[src/rtl/sprite_pixel_compositor_pkg.sv]
// Shared constants and types for the sprite pixel compositor.
// Geometry, key colour and animation state encoding live here.
package sprite_pkg;

    localparam int DATA_WIDTH = 12;
    localparam int ADDR_WIDTH = 17;
    localparam int BG_W       = 320;
    localparam int BG_H       = 240;
    localparam int SPR_W      = 64;
    localparam int SPR_H      = 32;
    localparam int SPR_FRAMES = 8;
    localparam int SPR_BASE   = BG_W * BG_H;
    localparam int FRAME_DIV  = 4;
    localparam int FIDX_W     = $clog2(SPR_FRAMES);
    localparam int DIV_W      = $clog2(FRAME_DIV);

    typedef logic [DATA_WIDTH-1:0] pixel_t;
    typedef logic [ADDR_WIDTH-1:0] addr_t;
    typedef logic [FIDX_W-1:0]     fidx_t;
    typedef logic [DIV_W-1:0]      div_t;

    localparam pixel_t KEY_COLOR  = 12'h0F0;
    localparam fidx_t  LAST_FRAME = FIDX_W'(SPR_FRAMES - 1);
    localparam fidx_t  TURN_FRAME = FIDX_W'(SPR_FRAMES - 2);
    localparam div_t   DIV_LAST   = DIV_W'(FRAME_DIV - 1);

    typedef enum logic {
        FWD = 1'b0,
        BWD = 1'b1
    } anim_state_t;

endpackage

[src/rtl/sprite_pixel_compositor_if.sv]
// Dual-port SRAM read bus: two addresses out, two data words back.
// Data follows its address by one clock (registered read).
interface sprite_pixel_compositor_if;
    import sprite_pkg::*;

    addr_t  sram_addr_1;
    addr_t  sram_addr_2;
    pixel_t sram_data_1;
    pixel_t sram_data_2;

    modport master (
        output sram_addr_1,
        output sram_addr_2,
        input  sram_data_1,
        input  sram_data_2
    );

    modport slave (
        input  sram_addr_1,
        input  sram_addr_2,
        output sram_data_1,
        output sram_data_2
    );

endinterface

[src/rtl/sprite_pixel_compositor_anim_ctrl.sv]
// Sprite animation sequencer: frame divider plus loop / ping-pong FSM.
// Only moves on frame_tick, so frame_idx is stable across a visible frame.
module sprite_anim_ctrl
    import sprite_pkg::*;
(
    input  logic  clk,
    input  logic  reset,
    input  logic  frame_tick,
    input  logic  anim_en,
    input  logic  anim_mode,
    output fidx_t frame_idx
);

    anim_state_t state_q;
    anim_state_t state_d;
    div_t        div_q;
    div_t        div_d;
    fidx_t       idx_d;

    // State, divider and frame index registers.
    always_ff @(posedge clk) begin
        if (reset) begin
            state_q   <= FWD;
            div_q     <= '0;
            frame_idx <= '0;
        end else begin
            state_q   <= state_d;
            div_q     <= div_d;
            frame_idx <= idx_d;
        end
    end

    // Divider count and one animation step every FRAME_DIV ticks.
    always_comb begin
        state_d = state_q;
        div_d   = div_q;
        idx_d   = frame_idx;
        if (frame_tick && anim_en) begin
            if (div_q == DIV_LAST) begin
                div_d = '0;
                unique case (state_q)
                    FWD: begin
                        if (frame_idx < LAST_FRAME) begin
                            idx_d = frame_idx + 1'b1;
                        end else if (anim_mode) begin
                            idx_d   = TURN_FRAME;
                            state_d = BWD;
                        end else begin
                            idx_d = '0;
                        end
                    end
                    BWD: begin
                        if (!anim_mode) begin
                            idx_d   = frame_idx + 1'b1;
                            state_d = FWD;
                        end else if (frame_idx != '0) begin
                            idx_d = frame_idx - 1'b1;
                        end else begin
                            idx_d   = fidx_t'(1);
                            state_d = FWD;
                        end
                    end
                endcase
            end else begin
                div_d = div_q + 1'b1;
            end
        end
    end

endmodule

[src/rtl/sprite_pixel_compositor.sv]
// Background/sprite address generator and chroma-key compositor.
// Coordinates reach rgb_out after a fixed 3-clock latency.
module sprite_pixel_compositor
    import sprite_pkg::*;
(
    input  logic       clk,
    input  logic       reset,
    input  logic       video_on,
    input  logic [9:0] pixel_x,
    input  logic [9:0] pixel_y,
    input  logic       frame_tick,
    input  logic [9:0] pos_x,
    input  logic [9:0] pos_y,
    input  logic       anim_en,
    input  logic       anim_mode,
    sprite_pixel_compositor_if.master sram,
    output pixel_t     rgb_out,
    output fidx_t      frame_idx
);

    logic [9:0]  px;
    logic [9:0]  py;
    logic        von1;
    logic        spr1;
    logic        von2;
    logic        spr2;
    logic        in_spr;
    logic [10:0] x11;
    logic [10:0] y11;
    logic [10:0] px11;
    logic [10:0] py11;
    logic [9:0]  dx;
    logic [9:0]  dy;
    addr_t       bg_addr;
    addr_t       spr_addr;

    sprite_anim_ctrl u_anim (
        .clk        (clk),
        .reset      (reset),
        .frame_tick (frame_tick),
        .anim_en    (anim_en),
        .anim_mode  (anim_mode),
        .frame_idx  (frame_idx)
    );

    // Hit test in 11 bits so px+SPR_W never wraps; build both addresses.
    always_comb begin
        x11    = {1'b0, pixel_x};
        y11    = {1'b0, pixel_y};
        px11   = {1'b0, px};
        py11   = {1'b0, py};
        in_spr = (x11 >= px11) && (x11 < px11 + 11'(SPR_W))
              && (y11 >= py11) && (y11 < py11 + 11'(SPR_H));
        dx     = pixel_x - px;
        dy     = pixel_y - py;
        bg_addr = addr_t'(pixel_y[9:1]) * addr_t'(BG_W)
                + addr_t'(pixel_x[9:1]);
        spr_addr = addr_t'(SPR_BASE)
                 + addr_t'(frame_idx) * addr_t'(SPR_W * SPR_H)
                 + addr_t'(dy) * addr_t'(SPR_W)
                 + addr_t'(dx);
    end

    // Sprite position only changes at vertical blanking.
    always_ff @(posedge clk) begin
        if (reset) begin
            px <= '0;
            py <= '0;
        end else if (frame_tick) begin
            px <= pos_x;
            py <= pos_y;
        end
    end

    // Address stage and flag pipeline matching the SRAM read latency.
    always_ff @(posedge clk) begin
        if (reset) begin
            sram.sram_addr_1 <= '0;
            sram.sram_addr_2 <= '0;
            von1 <= 1'b0;
            spr1 <= 1'b0;
            von2 <= 1'b0;
            spr2 <= 1'b0;
        end else begin
            sram.sram_addr_1 <= bg_addr;
            sram.sram_addr_2 <= in_spr ? spr_addr : addr_t'(SPR_BASE);
            von1 <= video_on;
            spr1 <= in_spr;
            von2 <= von1;
            spr2 <= spr1;
        end
    end

    // Chroma-key composite; blank outside the visible area.
    always_ff @(posedge clk) begin
        if (reset) begin
            rgb_out <= '0;
        end else if (!von2) begin
            rgb_out <= '0;
        end else if (spr2 && sram.sram_data_2 != KEY_COLOR) begin
            rgb_out <= sram.sram_data_2;
        end else begin
            rgb_out <= sram.sram_data_1;
        end
    end

endmodule

[src/flat_wrapper.sv]
// flat-port wrapper written by rule: the top's interface ports become plain ports
module sprite_pixel_compositor_flat import sprite_pkg::*;
  (clk, reset, video_on, pixel_x, pixel_y, frame_tick, pos_x, pos_y, anim_en, anim_mode, rgb_out, frame_idx, sram_sram_addr_1, sram_sram_addr_2, sram_sram_data_1, sram_sram_data_2);
  sprite_pixel_compositor_if sram_i ();
  input  logic clk;
  input  logic reset;
  input  logic video_on;
  input  logic [9:0] pixel_x;
  input  logic [9:0] pixel_y;
  input  logic frame_tick;
  input  logic [9:0] pos_x;
  input  logic [9:0] pos_y;
  input  logic anim_en;
  input  logic anim_mode;
  output pixel_t rgb_out;
  output fidx_t frame_idx;
  output wire logic [$bits(sram_i.sram_addr_1)-1:0] sram_sram_addr_1;
  output wire logic [$bits(sram_i.sram_addr_2)-1:0] sram_sram_addr_2;
  input wire logic [$bits(sram_i.sram_data_1)-1:0] sram_sram_data_1;
  input wire logic [$bits(sram_i.sram_data_2)-1:0] sram_sram_data_2;
  assign sram_sram_addr_1 = sram_i.sram_addr_1;
  assign sram_sram_addr_2 = sram_i.sram_addr_2;
  assign sram_i.sram_data_1 = sram_sram_data_1;
  assign sram_i.sram_data_2 = sram_sram_data_2;
  sprite_pixel_compositor u_core (.clk(clk), .reset(reset), .video_on(video_on), .pixel_x(pixel_x), .pixel_y(pixel_y), .frame_tick(frame_tick), .pos_x(pos_x), .pos_y(pos_y), .anim_en(anim_en), .anim_mode(anim_mode), .sram(sram_i), .rgb_out(rgb_out), .frame_idx(frame_idx));
endmodule
[config.mk]
export PLATFORM = sky130hd
export DESIGN_NAME = sprite_pixel_compositor_flat
export DESIGN_NICKNAME = d
export VERILOG_FILES = /design/src/rtl/sprite_pixel_compositor_pkg.sv /design/src/rtl/sprite_pixel_compositor_if.sv /design/src/rtl/sprite_pixel_compositor_anim_ctrl.sv /design/src/rtl/sprite_pixel_compositor.sv /design/src/flat_wrapper.sv
export SDC_FILE = /design/constraint.sdc
export NUM_CORES = 1
export LEC_CHECK = 0
export ABC_AREA = 1
export ABC_CLOCK_PERIOD_IN_PS = 3700
export BUFFER_PORTS_ARGS = -buffer_cell sky130_fd_sc_hd__buf_4
export CAP_MARGIN = 15
export CORE_MARGIN = 2
export CORE_UTILIZATION = 50
export CTS_BUF_LIST = sky130_fd_sc_hd__clkbuf_16
export DETAILED_ROUTE_END_ITERATION = 12
export PLACE_DENSITY = 0.85
export SETUP_SLACK_MARGIN = 0.4
export SYNTH_ARGS = -nofsm -noshare
export SYNTH_HDL_FRONTEND = slang
export SYNTH_SLANG_ARGS = --single-unit
[constraint.sdc]
create_clock -name clk -period 3.7 [get_ports clk]
set_input_delay 0.925 -clock clk [delete_from_list [all_inputs] [get_ports clk]]
set_output_delay 0.925 -clock clk [all_outputs]
set_load 0.01 [all_outputs]
* After elaboration in Yosys (flattened, before gate mapping)
Cells that the tools add are included.
** Storage, ports and cells
- Bits in registers :: 76
** Operators by class
- Add/sub/neg operators :: 11
- Multiply operators :: 1
- $lt $le $gt $ge :: 5
- Equal/unequal tests :: 2
- Muxes and demuxes :: 13
- Bitwise logic cells :: 3
- Reduce and logical (&&, ||, !) cells :: 9
** Operators with widths (count)
- < comparator 10 x 11 -> 1 bit :: 2
- >= comparator 10 bit :: 2
- subtractor 10 bit :: 2
- adder 17 x 10 -> 17 bit :: 1
- adder 17 x 14 -> 17 bit (first input constant) :: 1
- adder 17 x 16 -> 17 bit :: 1
- adder 17 x 9 -> 17 bit :: 1
- 2-to-1 mux 17 bit :: 1
- 2-to-1 mux 12 bit :: 1
- 2-to-1 mux 3 bit :: 4
- inequality test 12 x 8 -> 1 bit (second input constant) :: 1
- adder 10 x 6 -> 11 bit (second input constant) :: 1
- adder 10 x 7 -> 11 bit (second input constant) :: 1
- multiplier 9 x 3 -> 11 bit (second input constant) :: 1
- one-hot mux 3 bit (2 select lines) :: 1
- logical AND 1 bit :: 5
- 2-to-1 mux 1 bit :: 4
- OR reduction 2 bit :: 2
- adder 3 x 1 -> 3 bit (second input constant) :: 1
- < comparator 3 bit (second input constant) :: 1
- inverter 1 bit :: 3
- nonzero test 3 bit :: 1
- subtractor 3 x 1 -> 3 bit (second input constant) :: 1
- adder 2 x 1 -> 2 bit (second input constant) :: 1
- 4 further kinds :: 4

* Logic depth before layout (Yosys ltp)
- Word-level depth :: 7
- Depth in mapped cells :: 22
- Mapped depth without buffers :: 22

* Hierarchy
From an unflattened synthesis, not the netlist that was laid out.
** Unflattened totals
- Cell total of the unflattened synthesis :: 732
- Area, all modules :: 5129.9 um2
** By module, submodules not included
- sprite_pixel_compositor :: instances 1, cells an instance 670, area each 4719.5 um2
- sprite_anim_ctrl :: instances 1, cells an instance 62, area each 410.4 um2

* Least setup slack after synthesis
Ideal clock, no wire load.
- Kind :: input-to-reg
- Start point :: in pixel_x[2]
- End point :: reg u_core.sram.sram_addr_2[13]
- Data arrival time :: 3476 ps
- Required time :: 3590 ps
- Slack :: 114 ps
- Stages on the path :: 20
- Cell sequence :: ha_1 -> a21oi_1 -> o21ai_0 -> nand3_1 -> nand2_1 -> a21oi_1 -> xor2_1 -> inv_1 -> ha_1 -> ha_1 -> inv_1 -> fa_1 -> inv_1 -> nand4_1 -> o211ai_1 -> nand2_1 -> nand2_1 -> nand3_1 -> nand2_1 -> inv_1
** Between the ends
- Longest elaborated chain between the ends :: 5
- Elaborated cells between the ends (all ways) :: 8
- Those cells by class :: 2 x add/sub; 2 x order compare; 1 x mux; 3 x reduce/logical
** RTL lines
- from (decl) :: line flat_wrapper.sv:8 : input logic [9:0] pixel_x;
- branches (longest 4 deep; another with adder 17 x 10 -> 17 bit)
- 2-to-1 mux 17 bit * :: line sprite_pixel_compositor.sv:86 : sram.sram_addr_2 <= in_spr ? spr_addr : addr_t'(SPR_BASE);
- to (signal assigned) :: line sprite_pixel_compositor.sv:86
- to (decl) :: line sprite_pixel_compositor_if.sv:13 : output sram_addr_2,
Mark *: on every way between the ends.
A chain may end at the register's enable or synchronous reset.

* Worst setup path in the final report
- Start point :: in pixel_x[0]
- End point :: reg u_core.sram.sram_addr_2[13]
The elaborated chain is that of the path after synthesis.

==> metrics.csv <==
stage,metric,value,unit
synthesis,share of the synthesized area in the top cell type,29.5,%
global_routing,Most Crowded Layer GR,met2,
final_layout,Area Overhead vs Synth,33.8,%
setup_path,critical path buffer and inverter count,7,
sta,RSZ-0062 raised after global routing,true,
global_routing,gr usage total,22.2,%
placement,dpl cell area,0.00627,mm^2
min_path,HP Start,u_core.von1$_SDFF_PP0_,
run_status,status,completed,
sta,WHS,0.406,ns
synthesis,asr flop ratio synth,0,%
global_routing,first-pass GRT wire length,20200,um
placement,Post-DP HPWL,9600,um
floorplan,core area,0.0102,mm^2
sta,relative slew slack,30.1,%
synthesis,Post-synth EDFFs,0,
setup_path,Setup crit end kind,register,
global_routing,initial antenna violation count,0,
power,switching pwr,1.14,mW
synthesis,Synth Instances,722,
final_layout,share of layout cells above drive strength 1,26.4,%
setup_path,FF-to-FF End,u_core.sram.sram_addr_2[13]$_SDFF_PP0_,
detailed_routing,Residual DRC,0,
setup_path,WP data required,3.94,ns
setup_path,CP peak stage delay,0.42,ns
setup_path,reg2reg path depth,21,
sta,maximum clock rate,287,MHz
detailed_routing,DRT iter0 DRCs,324,
final_layout,Final #Nets,997,
synthesis,synthesized area,0.00516,mm^2
clocking,CTS tree,yes,
sta,Final Cycle Share,94.1,%
sta,Worst Tran Pin Value,1.05,ns
global_routing,met3 usage in global routing,4.89,%
global_routing,largest net degree at the start of global routing,39,
synthesis,Post-Syn Area per Cell,7.15,um^2
floorplan,die height,106,um
detailed_routing,number of vias per cell,5.24,
placement,PortBufs,118,
detailed_routing,Routed Antenna Nets,0,
global_routing,GRT Residual Overflow,0,
power,total power,3.03,mW
setup_path,R2R Setup Slk,0.52,ns
floorplan,Initial Util,50.7,%
synthesis,yosys warns,0,
clocking,# clock sinks,76,
setup_path,Setup crit start kind,primary input,
power,VDD IR max,248,uV
global_routing,met2 usage,39.6,%
clocking,CTS H-tree depth,3,
sta,clk_skew,0.00710,ns
placement,Final Wtd Congestion,0.954,
sta,Final Hold Vio Count,0,
clocking,Root Buffer,clkbuf_16,
synthesis,"top cells by area, synth","dfxtp_1 (29%), ha_1 (16%), nand2_1 (9.4%), inv_1 (8.4%), nor2_1 (6.5%)",
job,max-cap violation count,0,
detailed_routing,Total Wirelength,14300,um
clocking,"Reg clk slew, reported paths",0.07,ns
power,sequential share of power,29.5,%
min_path,class of the worst hold path,reg -> reg,
floorplan,Die Footprint,0.0112,mm^2
setup_path,Worst R2R Start,u_core.px[2]$_SDFFE_PP0P_,
setup_path,slowest cell on the critical path,fa_2,
sta,final slew viol count,0,
power,P_leak,3.43,nW
floorplan,die width,106,um
setup_path,Critical Path Fanout Max,3,
floorplan,IO Pins,119,
detailed_routing,via count,5218,
placement,DP Cell Count,975,
detailed_routing,WL per Instance,14.4,um
sta,Setup Viol. Count Final,0,
synthesis,Yosys reg bits,76,
final_layout,Finished Layout Cells,995,
global_routing,met1 Use GR,26.5,%
final_layout,Final Cell Area,0.00690,mm^2
global_routing,vias in the first global route,4696,
final_layout,Antenna diodes,0,
power,Gate power share,42.0,%
clocking,cts bufs inserted,9,
power,Internal,1.88,mW
sta,clock period minus worst slack,3.48,ns
clocking,Max Buffers Root-to-Sink,2,
sta,Setup TNS,0,ns
synthesis,syn_nets,865,
floorplan,FP Rows,37,
setup_path,"CP delay by family, top",adder cells,
synthesis,ys flop type,dfxtp_1,
detailed_routing,drt pass-1 iters,5,
clocking,Worst-Skew Late Latency,0.34,ns
power,pwr dens,438,mW/mm^2
min_path,hold path cells,2,
min_path,hold endpoint,u_core.von2$_SDFF_PP0_,
setup_path,Worst Path Arrival,3.72,ns
power,Sw Ratio,37.8,%
synthesis,Netlist cell types,34,
synthesis,post-synth top area cell,dfxtp_1,
power,Clk pwr share,28.5,%
synthesis,sequential area share after synthesis,29.5,%
setup_path,Setup CP Type,in -> reg,
setup_path,cell breakdown of the critical path,buf_6 > inv_4 > ha_4 > inv_4 > fa_2 > a21oi_4 > buf_6 > xor2_2 > ha_2 > ha_4 > inv_4 > fa_2 > inv_2 > nand4_1 > o211ai_1 > nand2_1 > nand2_1 > nand3_1 > nand2_1 > inv_1,
==> cells by family after synthesis <==
kind of cell	synth area share, %
and+or+nand+nor	25.2
buffers and inverters	9.77
AOI/OAI and AO/OA	12.5
DFF	29.5
adders and majority gates	18.4
xor gates and xnor gates	4.58
==> layer usage <==
| layer | part of all wire (%) | up-vias |
|---|---|---|
| met2 | 50 | 208 |
| met4 | 2.7 | 0 |
| met1 | 41 | 2374 |
| met5 | 0 | - |
| met3 | 6.5 | 41 |
| li1 | - | 2595 |
==> Yosys cell counts (all sizes together) (2+ instances only) <==
library cell / count
dfxtp: 76
xor2: 15
o21ai: 50
or2: 2
xnor2: 12
nor2: 102
fa: 5
nor3: 5
inv: 118
nand3b: 2
nand2: 133
nand3: 35
nand4: 12
ha: 68
a21o: 2
clkbuf: 11
a31oi: 5
a21oi: 62
==> registers in the layout, indices dropped and copies added (netlist names) <==
name                     flops
u_core.px                   10
u_core.rgb_out              12
u_core.sram.sram_addr_1     17
u_core.spr2                  1
u_core.von2                  1
u_core.spr1                  1
u_core.sram.sram_addr_2     17
u_core.u_anim.div_q          2
u_core.u_anim.state_q        1
u_core.py                   10
u_core.von1                  1
u_core.u_anim.frame_idx      3
==> worst min-delay path, cell delays in order (launching register included) <==
cell and delay [ns]:
dfxtp_1 0.30, inv_1 0.04, nor2_1 0.03
==> cell usage in the layout (no fill, tap or decap), drive strengths merged <==
master	instances
clkinv	1
ha	68
nand3b	2
clkbuf	9
dfxtp	76
nor4	1
fa	5
nand3	35
o21a	1
o21ai	50
clkinvlp	1
nor3	5
and2	1
or2	2
o2111ai	1
a21o	2
nand4	12
nor2	102
buf	133
a21oi	62
nand2	133
xnor2	12
o221ai	1
xor2	15
inv	123
a31oi	5
o211ai	1
==> layout make-up <==
class	count	area [um^2]
Clock buffer	9	225
Clock inverter	7	62.6
Fill cell	822	3280
Inverter	118	450
Multi-Input combinational cell	516	3460
Sequential cell	76	1520
Tap cell	136	170
Timing Repair Buffer	133	1010
==> power by group through the flow <==
stage | registers (mW) | clock network (mW) | logic (mW)
after CTS | 0.891 | 0.871 | 1.03
after global placement | 0.907 | 0 | 0.982
after floorplan | 0.922 | 0 | 0.690
final | 0.891 | 0.863 | 1.27
after global routing | 0.895 | 0.905 | 1.38
after detailed placement | 0.908 | 0 | 0.999
==> stage by stage <==
stage | util, % | setup slack (ns)
6_report | 67.8 | 0.217
5_1_grt | 67.8 | 0.170
4_1_cts | 64.7 | 0.388
3_5_place_dp | 61.6 | 0.0420
3_3_place_gp | 61.6 | 0.0951
2_1_floorplan | - | 0.382
==> repair_timing <==
| item | in CTS | in global routing |
|---|---|---|
| hold buffers | 0 | 0 |
| setup endpoints to repair | 4 | 7 |
| gates resized for setup | 7 | 55 |
| buffers inserted | 0 | 4 |
| pin swaps | 0 | 27 |
==> worst max-delay path by stage <==
stage,start,to,slack (ns),cells past startpoint
floorplan,pixel_x[2],u_core.sram.sram_addr_2[13]$_SDFF_PP0_,0.38,20
global placement,pixel_x[0],u_core.sram.sram_addr_2[13]$_SDFF_PP0_,0.1,20
detailed placement,pixel_x[2],u_core.sram.sram_addr_2[13]$_SDFF_PP0_,0.04,21
CTS,pixel_x[2],u_core.sram.sram_addr_2[15]$_SDFF_PP0_,0.39,22
global route,pixel_x[5],u_core.sram.sram_addr_2[13]$_SDFF_PP0_,0.17,21
finish,pixel_x[0],u_core.sram.sram_addr_2[13]$_SDFF_PP0_,0.22,20
Power figures use the tool's default switching activity.
